`config.mk`:
```
export PLATFORM = sky130hd
export DESIGN_NAME = alu_dispatch
export DESIGN_NICKNAME = d
export VERILOG_FILES = /design/src/rtl/alu_dispatch.sv
export SDC_FILE = /design/constraint.sdc
export NUM_CORES = 1
export LEC_CHECK = 0
export ABC_AREA = 1
export ABC_CLOCK_PERIOD_IN_PS = 1600
export CAP_MARGIN = 20
export CORE_ASPECT_RATIO = 0.7
export CORE_UTILIZATION = 40
export CTS_CLUSTER_DIAMETER = 200
export CTS_CLUSTER_SIZE = 24
export DETAILED_ROUTE_END_ITERATION = 12
export PLACE_DENSITY = 0.74
export SKIP_LAST_GASP = 1
export SLEW_MARGIN = 30
export SYNTH_ARGS = -nofsm -noshare
export SYNTH_HDL_FRONTEND = slang
export SYNTH_SLANG_ARGS = --single-unit
```
`constraint.sdc`:
```
create_clock -name clk -period 1.6 [get_ports clk]
set_input_delay 0.32 -clock clk [delete_from_list [all_inputs] [get_ports clk]]
set_output_delay 0.32 -clock clk [all_outputs]
set_load 0.02 [all_outputs]
```
`src/rtl/alu_dispatch.sv`:
```
// Issue/retire stage around alu_comb: decodes ops, sequences wide ops as two beats, holds the result.
// Optional ALU_DISPATCH_CFLAG_EN adds the carry-flag register and enables ADDC/SUBB.
module alu_dispatch #(
  parameter int DATA_WIDTH = 16
) (
  input  logic                    clk,
  input  logic                    reset_n,
  input  logic                    in_valid,
  output logic                    in_ready,
  input  logic [3:0]              in_op,
  input  logic [2*DATA_WIDTH-1:0] in_a,
  input  logic [2*DATA_WIDTH-1:0] in_b,
  output logic [DATA_WIDTH-1:0]   alu_a,
  output logic [DATA_WIDTH-1:0]   alu_b,
  output logic [7:0]              alu_ctrl,
  output logic                    alu_cin,
  output logic                    alu_out_en,
  input  logic [DATA_WIDTH-1:0]   alu_out,
  input  logic                    alu_cout,
  output logic                    res_valid,
  input  logic                    res_ready,
  output logic [2*DATA_WIDTH-1:0] res_data,
  output logic                    res_cout,
  output logic                    res_err
);
  localparam int DW = DATA_WIDTH;

  typedef enum logic [2:0] {IDLE, LO, HI, ERR, HOLD} state_t;
  typedef struct packed {
    logic [3:0]      op;
    logic [2*DW-1:0] a;
    logic [2*DW-1:0] b;
  } req_t;

  state_t state, state_nx;
  req_t   req_q;
  logic   carry_q;
  logic   cflag;
  logic   accept, illegal_in, is_wide, is_arith;
  logic [7:0] dec_ctrl;
  logic       dec_cin;

`ifdef ALU_DISPATCH_CFLAG_EN
  logic cflag_q;
  assign cflag = cflag_q;
`else
  assign cflag = 1'b0;
`endif

  assign in_ready  = (state == IDLE) || (state == HOLD && res_ready);
  assign res_valid = (state == HOLD);
  assign accept    = in_valid && in_ready;
  assign is_wide   = (req_q.op == 4'd9) || (req_q.op == 4'd10);
  assign is_arith  = (req_q.op <= 4'd1) || ((req_q.op >= 4'd7) && (req_q.op <= 4'd10));

  always_comb begin
    illegal_in = (in_op > 4'd10);
`ifndef ALU_DISPATCH_CFLAG_EN
    if (in_op == 4'd7 || in_op == 4'd8) illegal_in = 1'b1;
`endif
  end

  always_comb begin
    state_nx = state;
    case (state)
      IDLE: if (accept) state_nx = illegal_in ? ERR : LO;
      LO:   state_nx = is_wide ? HI : HOLD;
      HI:   state_nx = HOLD;
      ERR:  state_nx = HOLD;
      HOLD: if (res_ready) state_nx = accept ? (illegal_in ? ERR : LO) : IDLE;
      default: state_nx = IDLE;
    endcase
  end

  // Low-beat decode; the high beat reuses ctrl and takes cin from the LO carry.
  always_comb begin
    dec_ctrl = 8'h00;
    dec_cin  = 1'b0;
    case (req_q.op)
      4'd0, 4'd9:  dec_ctrl = 8'h2C;
      4'd1, 4'd10: begin dec_ctrl = 8'hAC; dec_cin = 1'b1; end
      4'd2:        dec_ctrl = 8'h22;
      4'd3:        dec_ctrl = 8'h32;
      4'd4:        dec_ctrl = 8'h04;
      4'd5:        dec_ctrl = 8'h45;
      4'd6:        dec_ctrl = 8'h44;
      4'd7:        begin dec_ctrl = 8'h2C; dec_cin = cflag; end
      4'd8:        begin dec_ctrl = 8'hAC; dec_cin = cflag; end
      default:     dec_ctrl = 8'h00;
    endcase
  end

  always_comb begin
    alu_out_en = 1'b0;
    alu_a      = '0;
    alu_b      = '0;
    alu_ctrl   = 8'h00;
    alu_cin    = 1'b0;
    if (state == LO) begin
      alu_out_en = 1'b1;
      alu_a      = req_q.a[DW-1:0];
      alu_b      = req_q.b[DW-1:0];
      alu_ctrl   = dec_ctrl;
      alu_cin    = dec_cin;
    end else if (state == HI) begin
      alu_out_en = 1'b1;
      alu_a      = req_q.a[2*DW-1:DW];
      alu_b      = req_q.b[2*DW-1:DW];
      alu_ctrl   = dec_ctrl;
      alu_cin    = carry_q;
    end
  end

  always_ff @(posedge clk) begin
    if (!reset_n) begin
      state    <= IDLE;
      req_q    <= '0;
      carry_q  <= 1'b0;
      res_data <= '0;
      res_cout <= 1'b0;
      res_err  <= 1'b0;
`ifdef ALU_DISPATCH_CFLAG_EN
      cflag_q  <= 1'b0;
`endif
    end else begin
      state <= state_nx;
      if (accept) req_q <= '{op: in_op, a: in_a, b: in_b};
      case (state)
        LO: begin
          res_data <= {{DW{1'b0}}, alu_out};
          res_cout <= alu_cout;
          res_err  <= 1'b0;
          carry_q  <= alu_cout;
`ifdef ALU_DISPATCH_CFLAG_EN
          if (is_arith && !is_wide) cflag_q <= alu_cout;
`endif
        end
        HI: begin
          res_data[2*DW-1:DW] <= alu_out;
          res_cout            <= alu_cout;
`ifdef ALU_DISPATCH_CFLAG_EN
          cflag_q             <= alu_cout;
`endif
        end
        ERR: begin
          res_data <= '0;
          res_cout <= 1'b0;
          res_err  <= 1'b1;
        end
        default: ;
      endcase
    end
  end
endmodule

```
# Yosys cells after proc, flatten, opt, wreduce, memory -nomap -nowiden
# Cells that the tools add are included.
[word_totals]
regBits = 106
input_bits = 89
output_inout_bits = 78
word_cells = 68
[classes]
n_lt_le_gt_ge = 1
n_eq_ne = 18
mux = 23
n_reduce_logical = 17
[ops]
columns = ["operator", "n"]
rows = [
  ["16-bit two-way mux", 4],
  ["16-bit one-hot mux with 2 select lines", 2],
  ["8-bit one-hot mux with 7 select lines", 1],
  ["4-bit by 3-bit equality test with 1-bit output, second input constant", 5],
  ["4-bit equality test, second input constant", 4],
  ["8-bit two-way mux", 2],
  ["3-bit one-hot mux with 4 select lines", 1],
  ["3-bit two-way mux", 3],
  ["4-bit by 2-bit equality test with 1-bit output, second input constant", 2],
  ["2-bit OR reduction", 4],
  ["3-bit by 2-bit equality test with 1-bit output, second input constant", 2],
  ["1-bit two-way mux", 6],
  ["2-bit nonzero test", 3],
  ["3-bit OR reduction", 2],
  ["4-bit by 1-bit equality test with 1-bit output, second input constant", 1],
  ["4-bit > comparator, second input constant", 1],
  ["4-bit logical NOT", 1],
  ["2-bit two-way mux", 2],
  ["1-bit one-hot mux with 2 select lines", 2],
  ["3-bit by 1-bit equality test with 1-bit output, second input constant", 1],
  ["3-bit equality test, second input constant", 1],
  ["3-bit logical NOT", 1],
  ["1-bit logical OR", 3],
  ["1-bit logical AND", 2],
  ["3 further kinds", 3],
]

# Depth between registers and ports, before layout
# Gate-level depths: netlist (run 1).
[depth]
word_depth = 7
mapped_depth = 9
mapped_depth_nobuf = 8

# Worst setup path after synthesis (run 1)
# OpenSTA, ideal clock, no wires.
[synth_path]
path_kind = "register to output"
startpoint = "register state[1]"
endpoint = "output alu_ctrl[4]"
arrival_time_ns = 1.348
required_time_ns = 1.280
setup_slack_ns = -0.068
path_stages_with_launch = 7
n_path_buf = 0
cell_sequence = "dfxtp_1 > inv_2 > nor3_4 > inv_2 > nand2_4 > nand2_1 > nor2_1"
[synth_via]
elab_chain_cells = 3
elab_cells_between_ends = 4
classes_between = "eq/ne: 2; mux: 2"
[synth_rtl]
columns = ["item", "line_no", "rtl"]
rows = [
  ["from (decl)", "35", "state_t state, state_nx;"],
  ["from (signal assigned)", "126", "state <= state_nx;"],
  ["3-bit by 2-bit equality test with 1-bit output", "105", "end else if (state == HI) begin"],
  ["8-bit two-way mux", "105", ""],
  ["8-bit two-way mux *", "99", "if (state == LO) begin"],
  ["to (decl)", "15", "output logic [7:0] alu_ctrl,"],
]
# Every way passes the cells marked *; elsewhere a longest branch is shown, timed or not.

# Worst setup path after layout (run 1)
[layout_path]
startpoint = "register state[0]"
endpoint = "output alu_b[7]"
[layout_via]
elab_chain_cells = 3
elab_cells_between_ends = 4
classes_between = "eq/ne: 2; mux: 2"
[layout_rtl]
columns = ["item", "line_no", "rtl"]
rows = [
  ["3-bit by 2-bit equality test with 1-bit output", "105", ""],
  ["16-bit two-way mux", "105", ""],
  ["16-bit two-way mux *", "99", ""],
  ["to (decl)", "14", "output logic [DATA_WIDTH-1:0] alu_b,"],
]
# Marked as above.

==> flow_metrics.py, run 1 <==
metrics = {
    "clock_tree": {
        "numCtsBuffers": 9,
        "worstSkewPairLatency_ns": 0.34,
        "cts_hold_repair.buffers": 0,
        "ctsLongestPathBuffers": 2,
        "htree_levels": 3,
        "cts.clk_slew.worst_paths_ns": 0.07,
        "cts_tree": "done",
        "cts_root_buf": "clkbuf_16",
        "cts.sink_count": 106,
    },
    "run_status": {
        "outcome": "complete, but fails checks",
        "violations": "setup timing",
    },
    "synthesis": {
        "synth_ff_type": "dfxtp_1",
        "synth-seq-cells": 106,
        "synth_top_area_cell": "dfxtp_1",
        "syn_area_um2": 4290,
        "synth.most_common_cell": "dfxtp_1",
        "synth.distinct_cells": 25,
        "syn_nets": 643,
        "ys_seq_area_share_pct": 49.5,
        "synthArstFlopShare_pct": 0,
        "synth_top_area_share_pct": 49.5,
        "synth_edf_count": 0,
        "synth_cells": 554,
        "synth_commonest_cells": "dfxtp_1, a21oi_1, nand2_1",
        "synth_area_leaders": "dfxtp_1, a21oi_1, nand2_1",
        "syn_area_per_cell_um2": 7.74,
        "ys.warnings.count": 0,
    },
    "sta": {
        "hold_slack_ns": 0.289,
        "skew_ns": 0.00374,
        "tightest_slew_ns": 0.407,
        "period_minus_slack_ns": 1.87,
        "setup_viol": 42,
        "slew_headroom_pct": 72.9,
        "fin_crit_sh_pct": 117,
        "layout_setup_ws_ns": -0.274,
        "hold_violations": 0,
        "rsz0062_at_grt": "yes",
        "fmax_mhz": 534,
        "drv_slew": 0,
    },
    "grt": {
        "grt_pass1_wl_um": 19200,
        "grt_start_max_net_pins": 80,
        "antenna_found_initial": 0,
        "grt_overflow": 0,
        "grt_pass1_vias": 4024,
        "track_usage_pct": 21.9,
    },
    "floorplanning": {
        "fp.coreArea_um2": 10400,
        "rows": 31,
        "die-area_um2": 11100,
        "ioPinCount": 167,
        "floorplan.initialDensity_pct": 41.3,
        "fp.dieH_um": 88.6,
        "die_x_um": 126,
    },
    "job": {
        "cap_violations": 0,
    },
    "route": {
        "drt_iter0_drc": 268,
        "vias_per_cell": 4.93,
        "drt_pass1_iterations": 4,
        "vias": 4292,
        "drcViolationCount": 0,
        "wl_um": 12200,
        "ant_nets": 0,
        "avgRoutedWirePerCell_um": 14.0,
    },
    "power": {
        "p_total_w": 0.00701,
        "share_comb_of_total_power_pct": 24.2,
        "ir_drop_v": 0.000572,
        "p_leak_nw": 2.78,
        "switchingPower_w": 0.00199,
        "p_clk_share_pct": 33.4,
        "p_int_w": 0.00503,
        "pwr_density_cell_nw_per_um2": 1040,
        "swShare_pct": 28.3,
        "power_frac_seq_pct": 42.5,
    },
    "placed_design": {
        "dp_hpwl_um": 8570,
        "globalplace.congestion": 0.857,
        "port-buffer-count": 166,
    },
    "worst_setup_path": {
        "worstSetupEndpointType": "primary output",
        "rr_worst_depth": 6,
        "crit_arrival_ns": 1.55,
        "ff2ff_setup_slack_ns": 0.13,
        "regToRegEndpoint": "req_q[45]$_SDFFE_PN0N_",
        "required_ns": 1.28,
        "worstSetupStartpointType": "flop",
        "crit_path_max_fanout": 14,
        "r2r_start": "state[1]$_SDFFE_PN0P_",
        "worstSetupPathType": "reg -> out",
    },
    "layout": {
        "final_nets": 823,
        "regArea_um2": 2130,
        "fin_util_pct": 65.0,
        "drive_gt1_share_pct": 22.3,
        "fillers": 881,
        "antenna_cells": 0,
        "multi_input_area_um2": 1850,
        "synthToLayoutAreaGrowth_pct": 57.5,
    },
    "hold_path": {
        "hold_path.startpoint": "reset_n",
        "holdPathStages": 3,
        "holdPathEnd": "state[1]$_SDFFE_PN0P_",
        "hold_class": "in -> reg",
    },
}
[power by group through the flow]
stage               Sequential, W  Combinational [W]  Clock, W
finish                    0.00298            0.00170   0.00234
CTS                       0.00298            0.00162   0.00240
global placement          0.00303            0.00159         0
global route              0.00300            0.00185   0.00250
detailed placement        0.00303            0.00162         0
floorplan                 0.00308           0.000825         0
[cell families (layout without fill, tap and decap cells)]
family / Yosys count / count (layout) / share of synthesized area [%]
and+or+nand+nor: 115 / 115 / 11.4
DFF: 106 / 106 / 49.5
buffers and inverters: 119 / 304 / 12.5
AOI/OAI and AO/OA: 214 / 214 / 26.7
[layer usage]
metal	track usage [%]	routed length, µm	vias to the layer above
li1	-	-	2185
met1	27.3	5590	1965
met2	37.2	5610	128
met3	6.53	845	14
met4	6.57	153	0
met5	0	0	-
[how the worst max path moves through the flow]
stage                          start           to  cells past startpoint
6_report       state[0]$_SDFFE_PN0P_     alu_b[7]                      8
5_1_grt        state[2]$_SDFFE_PN0P_  alu_ctrl[4]                      7
4_1_cts        state[1]$_SDFFE_PN0P_  alu_ctrl[4]                      8
3_5_place_dp   state[0]$_SDFFE_PN0P_    alu_a[11]                      8
3_3_place_gp   state[0]$_SDFFE_PN0P_      alu_cin                      5
2_1_floorplan  state[1]$_SDFFE_PN0P_    alu_a[10]                      5
[flip-flops by register name (all words and copies together) (netlist names)]
signal / count
res_data: 32
state: 3
req_q: 68
res_cout: 1
carry_q: 1
res_err: 1
[cell usage in the layout (no fill, tap or decap), types with 2 or more instances in the layout]
master and instances:
buf_12 6, bufinv_16 2, nand3_1 2, dfxtp_2 5, o21ai_0 46, o21ai_1 30
clkbuf_16 9, clkinvlp_4 3, buf_4 52, o22ai_4 3, dlygate4sd2_1 34, buf_6 25
clkdlybuf4s50_1 87, a21oi_1 95, a21oi_2 10, inv_2 6, nor2_4 2, nand2_2 9
nand4_1 2, inv_1 74, o22ai_2 21, o22ai_1 8, nand2_1 80, nor2_1 12
nor2_2 4, dfxtp_1 101
[metrics by stage]
stage          cells  TNS (ns)  worst slack [ns]  area (µm²)
3_5_place_dp     851    -28.21            -0.482        6270
3_3_place_gp     851    -23.77            -0.433        6270
4_1_cts          870    -10.77            -0.292        6580
5_1_grt          871    -13.80            -0.357        6760
2_1_floorplan    554     -1.51           -0.0534        4310
6_report         871    -10.03            -0.274        6760
[final cells by class]
type                    instances  area share (%)
clock buffers                  10            3.39
flip-flops and latches        106            31.5
clock inverters                 6            1.35
multi-input cells             329            27.4
inverters                      82            4.59
well taps                     132            2.44
repair buffers                206            29.3
[critical path: stages (launching register included)]
cell and delay (ns):
dfxtp_2 0.36, inv_2 0.06, nor2_4 0.09, inv_2 0.06, nor2_4 0.11, inv_4 0.08, buf_12 0.17, o22ai_2 0.14
buf_6 0.14
[what timing repair did]
item                       4_1_cts  5_1_grt
buffers inserted                 3        1
cloned                           0        0
pin swaps                        2        2
gates resized for setup        283       37
setup endpoints to repair       78       44
Note: power is estimated with default switching activity, not from simulation.
==> run 2, diff against run 1 <==
- CTS_BUF_LIST: default -> sky130_fd_sc_hd__clkbuf_16
==> run 2 against run 1 <==
Against the previous run: the run still ends with setup timing left; sequential share of layout area did not move; sequential power barely moved; clock skew rose by 0.00054 ns; highest routed layer unchanged.
==> flow_metrics.py, run 2 (synthesis gave the netlist of run 1 again) <==
metrics = {
    "power": {
        "share_comb_of_total_power_pct": 24.2,
        "swShare_pct": 28.4,
        "p_total_w": 0.00701,
        "p_int_w": 0.00502,
        "power_frac_seq_pct": 42.5,
        "p_clk_share_pct": 33.3,
        "p_leak_nw": 2.78,
        "switchingPower_w": 0.00199,
        "ir_drop_v": 0.000572,
        "pwr_density_cell_nw_per_um2": 1040,
    },
    "sta": {
        "hold_slack_ns": 0.289,
        "drv_slew": 0,
        "fin_crit_sh_pct": 117,
        "slew_headroom_pct": 72.8,
        "hold_violations": 0,
        "skew_ns": 0.00428,
        "layout_setup_ws_ns": -0.274,
        "setup_viol": 42,
        "fmax_mhz": 534,
        "period_minus_slack_ns": 1.87,
        "tightest_slew_ns": 0.407,
        "rsz0062_at_grt": "yes",
    },
    "grt": {
        "track_usage_pct": 21.9,
        "antenna_found_initial": 0,
        "grt_pass1_vias": 4024,
        "grt_overflow": 0,
        "grt_pass1_wl_um": 19200,
        "grt_start_max_net_pins": 80,
    },
    "worst_setup_path": {
        "slowest_stage": "dfxtp_2",
        "critPathMaxStageDelay_ns": 0.36,
        "endpoint": "alu_b[7]",
        "ff2ff_setup_slack_ns": 0.13,
        "rr_worst_depth": 6,
        "critPathBufInv": 5,
        "cpLargestDelayFamily": "buffers and inverters",
        "worstSetupEndpointType": "primary output",
        "r2r_start": "state[1]$_SDFFE_PN0P_",
        "worstSetupStartpointType": "flop",
        "worstSetupPathType": "reg -> out",
        "cp.depth": 8,
        "crit_arrival_ns": 1.55,
        "crit_path_max_fanout": 14,
        "required_ns": 1.28,
        "cp-startpoint": "state[0]$_SDFFE_PN0P_",
        "worstPathCellList": "inv_2 -> nor2_4 -> inv_2 -> nor2_4 -> inv_4 -> buf_12 -> o22ai_2 -> buf_6",
        "regToRegEndpoint": "req_q[45]$_SDFFE_PN0N_",
    },
    "floorplanning": {
        "fp.dieH_um": 88.6,
        "floorplan.initialDensity_pct": 41.3,
        "die-area_um2": 11100,
        "fp.coreArea_um2": 10400,
        "rows": 31,
        "ioPinCount": 167,
        "die_x_um": 126,
    },
    "layout": {
        "mostFrequentLayoutCells": "dfxtp_1, a21oi_1, clkdlybuf4s50_1",
        "regMostFlops": "req_q",
        "drive_gt1_share_pct": 22.3,
        "stdcell_count": 871,
        "biggestRegsByFlops": "req_q x68, res_data x32, state x3",
        "largest_reg_flops": 68,
        "synthToLayoutAreaGrowth_pct": 57.5,
        "final_nets": 823,
        "multi_input_area_um2": 1850,
        "regArea_um2": 2130,
        "fillers": 881,
        "antenna_cells": 0,
        "mostFrequentLayoutCell": "dfxtp_1",
    },
    "job": {
        "cap_violations": 0,
    },
    "route": {
        "wl_um": 12200,
        "vias_per_cell": 4.92,
        "drcViolationCount": 0,
        "ant_nets": 0,
        "drt_iter0_drc": 269,
        "drt_pass1_iterations": 4,
        "vias": 4288,
        "avgRoutedWirePerCell_um": 14.0,
    },
    "hold_path": {
        "hold_class": "in -> reg",
    },
    "clock_tree": {
        "worstSkewPairLatency_ns": 0.34,
        "cts.clk_slew.worst_paths_ns": 0.07,
        "cts_tree": "done",
        "cts.sink_count": 106,
        "numCtsBuffers": 9,
        "cts_root_buf": "clkbuf_16",
        "cts_hold_repair.buffers": 0,
        "htree_levels": 3,
        "ctsLongestPathBuffers": 2,
    },
    "placed_design": {
        "dp_hpwl_um": 8570,
        "numPlacedInstances": 851,
        "port-buffer-count": 166,
        "globalplace.congestion": 0.857,
    },
    "run_status": {
        "violations": "setup timing",
        "outcome": "complete, but fails checks",
    },
}
==> run 2: final cells by class <==
cell class | instances | share of cell area [%]
Clock buffer | 9 | 3.33
Clock inverter | 7 | 1.41
Inverter | 82 | 4.59
Multi-Input combinational cell | 329 | 27.4
Sequential cell | 106 | 31.5
Tap cell | 132 | 2.44
Timing Repair Buffer | 206 | 29.3
==> run 2: per-layer routing <==
metal  GRT usage [%]  vias to the layer above  routed length [µm]
li1                -                     2185                   -
met1            27.3                     1961                5600
met2            37.2                      128                5610
met3            6.53                       14                 844
met4            6.57                        0                 153
met5               0                        -                   0
==> run 2: worst register-to-register path, delay by kind of cell (launching register included) <==
family	cells	cell delay [ns]
AOI/OAI and AO/OA	2	0.34
buffers and inverters	2	0.36
DFF	1	0.32
and+or+nand+nor	2	0.34
==> run 2: worst min-delay path by stage <==
stage	slack, ns	cells past startpoint	from	end
3_3_place_gp	0.44	2	carry_q$_SDFFE_PN0N_	carry_q$_SDFFE_PN0N_
3_5_place_dp	0.45	2	req_q[5]$_SDFFE_PN0N_	req_q[5]$_SDFFE_PN0N_
4_1_cts	0.28	3	reset_n	state[1]$_SDFFE_PN0P_
6_report	0.29	3	reset_n	state[1]$_SDFFE_PN0P_
5_1_grt	0.29	3	reset_n	state[0]$_SDFFE_PN0P_
2_1_floorplan	0.42	2	carry_q$_SDFFE_PN0N_	carry_q$_SDFFE_PN0N_
==> run 2: power groups by stage <==
stage               registers (W)  logic, W  clock network [W]
finish                    0.00298   0.00170            0.00234
detailed placement        0.00303   0.00162                  0
CTS                       0.00298   0.00162            0.00240
global route              0.00300   0.00185            0.00249
global placement          0.00303   0.00159                  0
floorplan                 0.00308  0.000825                  0
==> run 2: timing repair <==
item | 4_1_cts | 5_1_grt
hold endpoints to repair | 0 | 0
pin swaps | 2 | 2
resized for setup | 283 | 37
buffers inserted | 3 | 1
endpoints found under the setup margin | 78 | 44
==> run 2: through the flow <==
| step | setup TNS, ns | worst slack [ns] | instance area (µm²) | utilization, % |
|---|---|---|---|---|
| global route | -13.80 | -0.357 | 6760 | 65.0 |
| floorplan | -1.51 | -0.0534 | 4310 | - |
| global placement | -23.77 | -0.433 | 6270 | 60.3 |
| finish | -10.03 | -0.274 | 6760 | 65.0 |
| CTS | -10.77 | -0.292 | 6580 | 63.3 |
| detailed placement | -28.21 | -0.482 | 6270 | 60.3 |
